`config.mk`:
```
export PLATFORM = sky130hd
export DESIGN_NAME = spi_matrix_loader_mc
export DESIGN_NICKNAME = d
export VERILOG_FILES = /design/src/rtl/spi_matrix_loader_mc.sv
export SDC_FILE = /design/constraint.sdc
export NUM_CORES = 1
export LEC_CHECK = 0
export CORE_MARGIN = 5
export CORE_UTILIZATION = 52
export CTS_BUF_LIST = sky130_fd_sc_hd__clkbuf_16
export DETAILED_ROUTE_END_ITERATION = 7
export PLACE_DENSITY_LB_ADDON = 0.05
export SYNTH_ARGS = -nofsm -noshare
export SYNTH_HDL_FRONTEND = slang
export SYNTH_SLANG_ARGS = --single-unit
```
`constraint.sdc`:
```
create_clock -name clk -period 6.9 [get_ports clk]
set_input_delay 2.07 -clock clk [delete_from_list [all_inputs] [get_ports clk]]
set_output_delay 2.07 -clock clk [all_outputs]
set_load 0.02 [all_outputs]
```
`src/rtl/spi_matrix_loader_mc.sv`:
```
// Loads matrix payloads from an SPI word stream into per-slot memories.
// A header word selects a slot and its dimensions; the next rows*cols words are written in order.
module spi_matrix_loader_mc #(
  parameter int DATA_W  = 32,
  parameter int NUM_MAT = 4,
  parameter int DEPTH   = 64,
  parameter int ADDR_W  = $clog2(DEPTH)
) (
  input  logic                  clk,
  input  logic                  rst_n,
  input  logic [DATA_W-1:0]     in_data,
  input  logic                  in_valid,
  output logic                  in_ready,
  input  logic                  frame_abort,
  output logic                  wr_en,
  output logic [3:0]            wr_sel,
  output logic [ADDR_W-1:0]     wr_addr,
  output logic [DATA_W-1:0]     wr_data,
  output logic [NUM_MAT-1:0]    mat_ready,
  output logic [NUM_MAT*24-1:0] mat_dims,
  output logic                  busy,
  output logic                  err_valid,
  output logic [1:0]            err_code
);

  typedef enum logic [1:0] {
    ST_IDLE  = 2'd0,
    ST_CHECK = 2'd1,
    ST_LOAD  = 2'd2,
    ST_DRAIN = 2'd3
  } state_e;

  state_e               state_q;
  logic                 in_ready_q;
  logic                 busy_q;
  logic                 wr_en_q;
  logic [3:0]           wr_sel_q;
  logic [ADDR_W-1:0]    wr_addr_q;
  logic [DATA_W-1:0]    wr_data_q;
  logic [NUM_MAT-1:0]   mat_ready_q;
  logic [NUM_MAT*24-1:0] mat_dims_q;
  logic                 err_valid_q;
  logic [1:0]           err_code_q;
  logic [3:0]           id_q;
  logic [11:0]          rows_q;
  logic [11:0]          cols_q;
  logic [23:0]          size_q;
  logic [12:0]          count_q;
  logic [23:0]          drain_q;

  logic                 accept_s;
  logic                 id_ok_s;
  logic                 last_s;
  logic [23:0]          size_s;

  assign accept_s = in_valid && in_ready_q;
  assign size_s   = 24'(rows_q) * 24'(cols_q);
  assign id_ok_s  = ({1'b0, id_q} < 5'(NUM_MAT));
  assign last_s   = ({11'd0, count_q} == (size_q - 24'd1));

  // Frame-level FSM with all outputs registered.
  always_ff @(posedge clk or negedge rst_n) begin
    if (!rst_n) begin
      state_q     <= ST_IDLE;
      in_ready_q  <= 1'b0;
      busy_q      <= 1'b0;
      wr_en_q     <= 1'b0;
      wr_sel_q    <= 4'd0;
      wr_addr_q   <= '0;
      wr_data_q   <= '0;
      mat_ready_q <= '0;
      mat_dims_q  <= '0;
      err_valid_q <= 1'b0;
      err_code_q  <= 2'd0;
      id_q        <= 4'd0;
      rows_q      <= 12'd0;
      cols_q      <= 12'd0;
      size_q      <= 24'd0;
      count_q     <= 13'd0;
      drain_q     <= 24'd0;
    end else begin
      wr_en_q     <= 1'b0;
      err_valid_q <= 1'b0;
      case (state_q)
        ST_IDLE: begin
          in_ready_q <= 1'b1;
          busy_q     <= 1'b0;
          if (accept_s) begin
            if (in_data[31:28] != 4'hA) begin
              err_valid_q <= 1'b1;
              err_code_q  <= 2'd1;
            end else begin
              id_q       <= in_data[27:24];
              rows_q     <= in_data[23:12];
              cols_q     <= in_data[11:0];
              state_q    <= ST_CHECK;
              in_ready_q <= 1'b0;
              busy_q     <= 1'b1;
            end
          end
        end
        ST_CHECK: begin
          in_ready_q <= 1'b1;
          size_q     <= size_s;
          if (frame_abort) begin
            for (int k = 0; k < NUM_MAT; k++) begin
              if (id_q == 4'(k)) begin
                mat_ready_q[k] <= 1'b0;
              end
            end
            err_valid_q <= 1'b1;
            err_code_q  <= 2'd3;
            state_q     <= ST_IDLE;
            busy_q      <= 1'b0;
          end else if (!id_ok_s || size_s == 24'd0) begin
            err_valid_q <= 1'b1;
            err_code_q  <= 2'd1;
            state_q     <= ST_IDLE;
            busy_q      <= 1'b0;
          end else if (size_s > 24'(DEPTH)) begin
            err_valid_q <= 1'b1;
            err_code_q  <= 2'd2;
            drain_q     <= size_s;
            state_q     <= ST_DRAIN;
          end else begin
            for (int k = 0; k < NUM_MAT; k++) begin
              if (id_q == 4'(k)) begin
                mat_ready_q[k]         <= 1'b0;
                mat_dims_q[24*k +: 24] <= {rows_q, cols_q};
              end
            end
            count_q <= 13'd0;
            state_q <= ST_LOAD;
          end
        end
        ST_LOAD: begin
          // An abort takes priority over a word accepted in the same cycle.
          if (frame_abort) begin
            err_valid_q <= 1'b1;
            err_code_q  <= 2'd3;
            state_q     <= ST_IDLE;
            busy_q      <= 1'b0;
          end else if (accept_s) begin
            wr_en_q   <= 1'b1;
            wr_sel_q  <= id_q;
            wr_addr_q <= count_q[ADDR_W-1:0];
            wr_data_q <= in_data;
            count_q   <= count_q + 13'd1;
            if (last_s) begin
              for (int k = 0; k < NUM_MAT; k++) begin
                if (id_q == 4'(k)) begin
                  mat_ready_q[k] <= 1'b1;
                end
              end
              state_q <= ST_IDLE;
              busy_q  <= 1'b0;
            end
          end
        end
        ST_DRAIN: begin
          if (frame_abort) begin
            err_valid_q <= 1'b1;
            err_code_q  <= 2'd3;
            state_q     <= ST_IDLE;
            busy_q      <= 1'b0;
          end else if (accept_s) begin
            drain_q <= drain_q - 24'd1;
            if (drain_q == 24'd1) begin
              state_q <= ST_IDLE;
              busy_q  <= 1'b0;
            end
          end
        end
        default: begin
          state_q    <= ST_IDLE;
          in_ready_q <= 1'b1;
          busy_q     <= 1'b0;
        end
      endcase
    end
  end

  assign in_ready  = in_ready_q;
  assign busy      = busy_q;
  assign wr_en     = wr_en_q;
  assign wr_sel    = wr_sel_q;
  assign wr_addr   = wr_addr_q;
  assign wr_data   = wr_data_q;
  assign mat_ready = mat_ready_q;
  assign mat_dims  = mat_dims_q;
  assign err_valid = err_valid_q;
  assign err_code  = err_code_q;

endmodule

```
======== Yosys cells after proc, flatten, opt, wreduce, memory -nomap -nowiden ========
Index checks and enable logic that the tools add are counted.
storage, ports and cells
  flip-flop bits (word level) ............. 239
  input port bits ......................... 36
  logic and storage cells ................. 161
cells by class
  order comparisons ....................... 2
  equal/unequal tests ..................... 34
  muxes and demuxes ....................... 69
  bitwise operators ....................... 4
  add/sub/neg operators ................... 3
  $mul .................................... 1
  reduce and logical (&&, ||, !) cells .... 25
operators by type and width
  cell                                                                     number
  24-bit two-way mux                                                       5
  13-bit two-way mux                                                       5
  24-bit one-hot mux with 2 select lines                                   1
  24-bit by 1-bit subtractor with 24-bit output (second input constant)    2
  2-bit two-way mux                                                        16
  2-bit != test (second input constant)                                    16
  1-bit two-way mux                                                        29
  7-bit AND reduction                                                      4
  13-bit one-hot mux with 2 select lines                                   1
  5-bit AND reduction                                                      5
  13-bit by 24-bit equality test with 1-bit output                         1
  24-bit by 1-bit equality test with 1-bit output (second input constant)  1
  24-bit by 7-bit > comparator with 1-bit output (second input constant)   1
  24-bit logical NOT                                                       1
  12-bit by 12-bit multiplier with 24-bit output                           1
  4-bit two-way mux                                                        6
  3-bit != test (second input constant)                                    7
  6-bit AND reduction                                                      3
  13-bit by 1-bit adder with 13-bit output (second input constant)         1
  4-bit by 2-bit equality test with 1-bit output (second input constant)   2
  4-bit != test (second input constant)                                    2
  2-bit one-hot mux with 4 select lines                                    1
  4-bit one-hot mux with 2 select lines                                    1
  2-bit one-hot mux with 3 select lines                                    1
  18 further kinds                                                         25

======== Depth between registers and ports, before layout ========
Gate-level depths: netlist (run 1).
  word-level depth ........................ 6
  mapped depth ............................ 25
  gate-level depth less buffers ........... 21

======== Worst setup path before layout (run 1) ========
Ideal clock, no wire load.
  path kind ............................... reg2reg
  start ................................... reg rows_q[3]
  end ..................................... reg count_q[10]
  stages on the path, launching flop included .. 24
  required time ........................... 6.776 ns
  period minus slack after synthesis ...... 6.417 ns
  slack ................................... 0.483 ns
  setup time .............................. 0.124 ns
  arrival ................................. 6.293 ns
  cells stage by stage .................... dfrtp_1 -> clkbuf_1 -> and2_1 -> fa_1 -> inv_1 -> fa_1 -> inv_1 -> fa_1 -> fa_1 -> inv_1 -> fa_1 -> inv_1 -> ha_1 -> buf_2 -> a21oi_2 -> o2bb2ai_2 -> a21o_1 -> a211o_1 -> a211oi_4 -> nand3b_4 -> or4_4 -> and2_4 -> buf_6 -> a211o_1
on the way
  cells in the longest elaborated chain, start to end .. 5
  elaborated cells on any way between the ends .. 7
  those cells by class .................... mul: 1; order compare: 1; eq/ne: 2; reduce/logical: 3
RTL lines
  element                                                                                 line  source
  start: declaration                                                                      45    logic [11:0] rows_q;
  start signal: assignment                                                                94    rows_q <= in_data[23:12];
  12-bit by 12-bit multiplier with 24-bit output (*)                                      57    assign size_s = 24'(rows_q) * 24'(cols_q);
  branches (longest 3 deep; another with 24-bit by 7-bit > comparator with 1-bit output)  -
  6-bit AND reduction (no line) (*)                                                       -
  end signal: assignment                                                                  148   count_q <= count_q + 13'd1;
  end: declaration                                                                        48    logic [12:0] count_q;
Every way passes the cells marked *.
A chain may end at the register's enable or synchronous reset.

======== Final worst setup path (run 1) ========
  start ................................... reg cols_q[5]
  end ..................................... reg mat_dims_q[78], in the netlist mat_dims[78]
on the way
  cells in the longest elaborated chain, start to end .. 5
  elaborated cells on any way between the ends .. 7
  those cells by class .................... mul: 1; order compare: 1; bitwise: 2; reduce/logical: 3
RTL lines
  element                                                                                 line  source
  start: declaration                                                                      46    logic [11:0] cols_q;
  start signal: assignment                                                                95    cols_q <= in_data[11:0];
  12-bit by 12-bit multiplier with 24-bit output (*)                                      57
  branches (longest 3 deep; another with 24-bit by 7-bit > comparator with 1-bit output)  -
  5-bit AND reduction (no line) (*)                                                       -
  end signal: indexed assignment                                                          129   mat_dims_q[24*k +: 24] <= {rows_q, cols_q};
  end: declaration                                                                        41    logic [NUM_MAT*24-1:0] mat_dims_q;
Marks and branches as above.

==> results of run 1 <==
==> sequential cells by signal, summed over array words and instances (netlist names) <==
signal     cells
mat_dims      96
wr_data       32
drain_q       24
size_q        24
count_q       13
cols_q        12
rows_q        12
wr_addr        6
id_q           4
mat_ready      4
wr_sel         4
err_code       2
state_q        2
busy           1
err_valid      1
in_ready       1
wr_en          1
==> area by class of cell <==
type                            count  share of cell area
Timing Repair Buffer              242               0.121
Sequential cell                   239               0.308
Clock inverter                     21             0.00828
Inverter                          155              0.0299
Tap cell                          396              0.0254
Multi-Input combinational cell   1152               0.473
Clock buffer                       27              0.0347
==> worst paths after layout <==
| kind | startpoint | endpoint | slack (ps) | cells after the start |
|---|---|---|---|---|
| min | wr_data[17] | wr_data[17] | 480 | 2 |
| min in group asynchronous | rst_n | drain_q[11] | 1610 | 1 |
| max | cols_q[5] | mat_dims[78] | 250 | 23 |
| max in group asynchronous | rst_n | cols_q[7] | 4020 | 2 |
| min reg2reg | wr_data[17] | wr_data[17] | 480 | 2 |
| max reg2reg | cols_q[5] | mat_dims[78] | 250 | 23 |
==> metrics by stage <==
stage / cells / setup slack, ps / util / hold slack, ps
after floorplan: 1630 / 483 / - / 458
after global placement: 2181 / 254 / 0.607 / 457
after detailed placement: 2181 / 153 / 0.607 / 462
after CTS: 2229 / 120 / 0.635 / 478
after global routing: 2232 / 15.1 / 0.637 / 495
final: 2232 / 245 / 0.637 / 477
==> critical path: cells and delay by family, from the launching register on <==
family                   cells  cell delay, ps
adder cells (fa/ha/maj)      6            2840
AND/OR/NAND/NOR              6            1170
buffers and inverters        7             870
AO/OA/AOI/OAI                3             780
flip-flops                   1             520
multiplexers                 1             320
==> placed cells by master (no fill, tap or decap), types with 13 or more instances in the layout <==
master	instances
nand2_1	300
dfrtp_1	228
clkdlybuf4s50_1	182
inv_1	157
mux2_2	112
fa_1	100
ha_1	68
nor2_1	67
and2_1	61
buf_4	53
a21oi_1	50
o21ai_0	44
nand3_1	32
nor3_1	27
clkbuf_16	27
xnor2_1	25
mux2_4	20
and3_1	17
mux2i_1	14
nor4_1	13
==> metal layers <==
| layer | vias to the layer above | share of wire |
|---|---|---|
| li1 | 5836 | - |
| met2 | 401 | 0.44 |
| met4 | 0 | 0.019 |
| met1 | 6315 | 0.46 |
| met5 | - | 0 |
| met3 | 56 | 0.081 |
==> timing repair <==
item | in CTS | in global routing
setup buffers | 0 | 3
hold buffers | 0 | 0
gates resized for setup | 0 | 19
endpoints found under the setup margin | 0 | 136
==> cell families (layout without fill, tap and decap cells) <==
group	Yosys count	count (layout)
AOI/OAI and AO/OA	205	205
xor gates and xnor gates	34	34
adders and majority gates	170	170
buffers and inverters	239	445
DFF	239	239
muxes	157	157
and+or+nand+nor	586	586
==> flow_summary.json, run 1 <==
{
  "status": "finished, final reports clean",
  "cpMostUsedCell": "fa_1",
  "coreArea_mm2": 0.0306,
  "boundaryPins": 184,
  "synthTopCellsByArea": "dfrtp_1, fa_1, mux2_2, nand2_1, ha_1",
  "relSlewSlack": 0.239,
  "critPathSlowestCell": "fa_1",
  "tightestPinTransition_ps": 1130,
  "synth-xor-area-share": 0.0184,
  "slew_viol_final": 0,
  "wirelength_um": 46100,
  "seq_area_frac_synth": 0.370,
  "cp_max_fo": 24,
  "yosysTopAreaCell": "dfrtp_1",
  "fillers": 2564,
  "start_kind": "flip-flop",
  "antenna_found_initial": 0,
  "cts.clk_slew.worst_paths_ps": 60,
  "cts.htree.levels": 1,
  "clockBufferDepth": 3,
  "grt_max_degree": 122,
  "final_area_mm2": 0.0195,
  "die_x_um": 186,
  "yosys.cell_count.top_type": "nand2_1",
  "std_cell_rows": 64,
  "synth_nets": 1836,
  "die_area_mm2": 0.0347,
  "path_cells": "buf_4 > nand2_1 > fa_1 > fa_1 > inv_1 > ha_1 > fa_1 > inv_1 > fa_1 > inv_1 > ha_1 > and2_4 > o211a_4 > o21a_4 > or3_1 > a222oi_1 > buf_4 > nand3b_4 > nor3_2 > buf_4 > and3_1 > buf_12 > mux2_4",
  "vias": 12600,
  "yosysTopAreaCellShare": 0.370,
  "met2_usage": 0.399,
  "arrival_ps": 7080,
  "placed_cell_area_mm2": 0.0186,
  "synthFlopType": "dfrtp_1",
  "yosys.area_share.simple": 0.171,
  "synth_compound_area_frac": 0.0877,
  "first_pass_iters": 5,
  "synth_top_family_by_area": "adder cells",
  "syn-cell-area_mm2": 0.0161,
  "nNetsFinal": 2023,
  "fp.dieH_um": 186,
  "initial_core_util": 0.528,
  "fmax_mhz": 150,
  "synthArstFlopShare": 1.00,
  "worstPathRequired_ps": 7330,
  "synth-adder-area-share": 0.178,
  "seq_area_mm2": 0.00599,
  "clock_latency_ps": 560,
  "grt_util_all_layers": 0.268,
  "synth_seq_cells": 239,
  "cap_violations": 0,
  "dp_hpwl_um": 34000,
  "cts.sinks": 239,
  "grt_pass1_wl_um": 73700,
  "slowest_delay_ps": 530,
  "min_path_type": "flip-flop to flip-flop",
  "fin_crit_ps": 6650,
  "synthTopCellsByCount": "nand2_1, dfrtp_1, inv_1, mux2_2, fa_1",
  "clock_skew_ps": 17.3,
  "io_buffers": 183,
  "syn_avg_cell_area_um2": 9.91,
  "cts_tree": "yes",
  "busiest_layer": "met2",
  "cts-root-buf": "clkbuf_16",
  "synth_edf_count": 0,
  "gp_congestion": 0.869,
  "use_met1": 0.396,
  "grt_pass1_vias": 12900,
  "multiInputGateArea_mm2": 0.00922,
  "ant_nets": 0,
  "grt.overflow.total": 0,
  "ys_types": 86,
  "diodes": 0,
  "yosysWarnings": 0,
  "worst_setup_path_end_kind": "flip-flop",
  "setup_viol": 0,
  "rsz0062_at_grt": "no",
  "synthMuxAreaShare": 0.113,
  "cts_made_buffers": 27,
  "drt-initial-drc-count": 878,
  "hold_viol": 0,
  "critPathKind": "flip-flop to flip-flop",
  "met3_usage": 0.0780,
  "route.detailed.drc": 0,
  "drive_gt1_frac": 0.145,
  "syn_inst": 1630,
  "area_delta_synth_final_pct": 20.7,
  "tns_ps": 0,
  "wl_per_cell_um": 20.6,
  "period_share": 0.964,
  "avgViaCountPerCell": 5.65
}
Power of run 1 is not shown: default switching activity piles up to over one toggle a cycle in this logic, so the estimate is an artifact.
==> inputs of run 2 (changes only) <==
SLEW_MARGIN = 20   (was not set)
==> run 2 against run 1 <==
Clock skew fell by 0.61 ps. Die area did not move. Final area barely moved. Critical endpoint unchanged. Largest cell class unchanged.
==> flow_summary.json, run 2 (synthesis results as in run 1) <==
{
  "coreArea_mm2": 0.0306,
  "min_path_type": "flip-flop to flip-flop",
  "fp.dieH_um": 186,
  "route.detailed.drc": 0,
  "worst_setup_path_end_kind": "flip-flop",
  "ant_nets": 0,
  "status": "finished, final reports clean",
  "met2_usage": 0.399,
  "final_cell_mix": "nand2_1, dfrtp_1, clkdlybuf4s50_1, inv_1, mux2_2",
  "antenna_found_initial": 0,
  "arrival_ps": 7080,
  "path_cells": "buf_4 > nand2_1 > fa_1 > fa_1 > inv_1 > ha_1 > fa_1 > inv_1 > fa_1 > inv_1 > ha_1 > and2_4 > o211a_4 > o21a_4 > or3_1 > a222oi_1 > buf_4 > nand3b_4 > nor3_2 > buf_4 > and3_1 > buf_12 > mux2_4",
  "clock_latency_ps": 560,
  "clockBufferDepth": 3,
  "die_area_mm2": 0.0347,
  "grt_pass1_vias": 12900,
  "cpMostUsedCell": "fa_1",
  "met3_usage": 0.0780,
  "layout_commonest_cell": "nand2_1",
  "avgViaCountPerCell": 5.64,
  "wirelength_um": 46100,
  "largest_reg_flops": 96,
  "worstPathRequired_ps": 7330,
  "tns_ps": 0,
  "setup_viol": 0,
  "critPathTopFamily": "adder cells",
  "slew_viol_final": 0,
  "cts.sinks": 239,
  "dp_hpwl_um": 34000,
  "fin_crit_ps": 6650,
  "start_kind": "flip-flop",
  "initial_core_util": 0.528,
  "clock_skew_ps": 16.6,
  "slowest_delay_ps": 530,
  "critPathKind": "flip-flop to flip-flop",
  "seq_area_mm2": 0.00599,
  "diodes": 0,
  "hold_buffers": 0,
  "wl_per_cell_um": 20.6,
  "grt_max_degree": 122,
  "cts.htree.levels": 1,
  "cts-root-buf": "clkbuf_16",
  "gp_congestion": 0.869,
  "boundaryPins": 184,
  "grt.overflow.total": 0,
  "cap_violations": 0,
  "hold_viol": 0,
  "tightestPinTransition_ps": 1040,
  "area_delta_synth_final_pct": 20.7,
  "fillers": 2565,
  "cts_tree": "yes",
  "vias": 12600,
  "drt-initial-drc-count": 863,
  "cts.clk_slew.worst_paths_ps": 60,
  "first_pass_iters": 6,
  "period_share": 0.964,
  "cp_max_fo": 24,
  "use_met1": 0.396,
  "critPathSlowestCell": "fa_1",
  "std_cell_rows": 64,
  "multiInputGateArea_mm2": 0.00923,
  "whs_ps": 477,
  "fin_ws_ps": 246,
  "die_x_um": 186,
  "nNetsFinal": 2023,
  "relSlewSlack": 0.309,
  "busiest_layer": "met2",
  "cts_made_buffers": 27,
  "path_buf_inv": 7,
  "grt_pass1_wl_um": 73700,
  "io_buffers": 183,
  "drive_gt1_frac": 0.146,
  "fmax_mhz": 150,
  "rsz0062_at_grt": "no",
  "grt_util_all_layers": 0.268,
  "fin_util": 0.637,
  "pre_cts_ws_ps": 153
}
run 2: worst min-delay path, cell delays in order (launching register included):
cell     delay, ps
dfrtp_1        340
nand2_1         50
nand2_1         50
run 2: final timing paths:
check                                 start           end  slack (ps)  depth (start not counted)
min in group asynchronous             rst_n   drain_q[11]        1590                          1
worst max-delay path              cols_q[5]  mat_dims[78]         250                         23
worst max register to register    cols_q[5]  mat_dims[78]         250                         23
worst min-delay path            wr_data[17]   wr_data[17]         480                          2
max in group asynchronous             rst_n     cols_q[7]        4000                          2
worst min register to register  wr_data[17]   wr_data[17]         480                          2
run 2: timing repair:
action,4_1_cts,5_1_grt
setup endpoints to repair,0,136
resized for setup,0,19
setup buffers,0,3
hold endpoints to repair,0,0
run 2: per-layer routing:
metal  up-vias  share of wire
met4         0          0.019
met3        56          0.084
li1       5835              -
met5         -              0
met2       421           0.44
met1      6287           0.46
run 2: metrics by stage:
stage | instance area [um^2] | std cells
floorplan | 16100 | 1630
finish | 19500 | 2232
global route | 19500 | 2232
detailed placement | 18600 | 2181
global placement | 18600 | 2181
CTS | 19400 | 2229
run 2: cell type report:
cell class                 instances  share of cell area
timing repair buffer             242               0.121
clock buffer                      27              0.0347
clock inverter                    21             0.00828
sequential                       239               0.308
tap                              396              0.0254
multi-input combinational       1152               0.473
inverter                         155              0.0298
Power of run 2 is left out for the same reason.
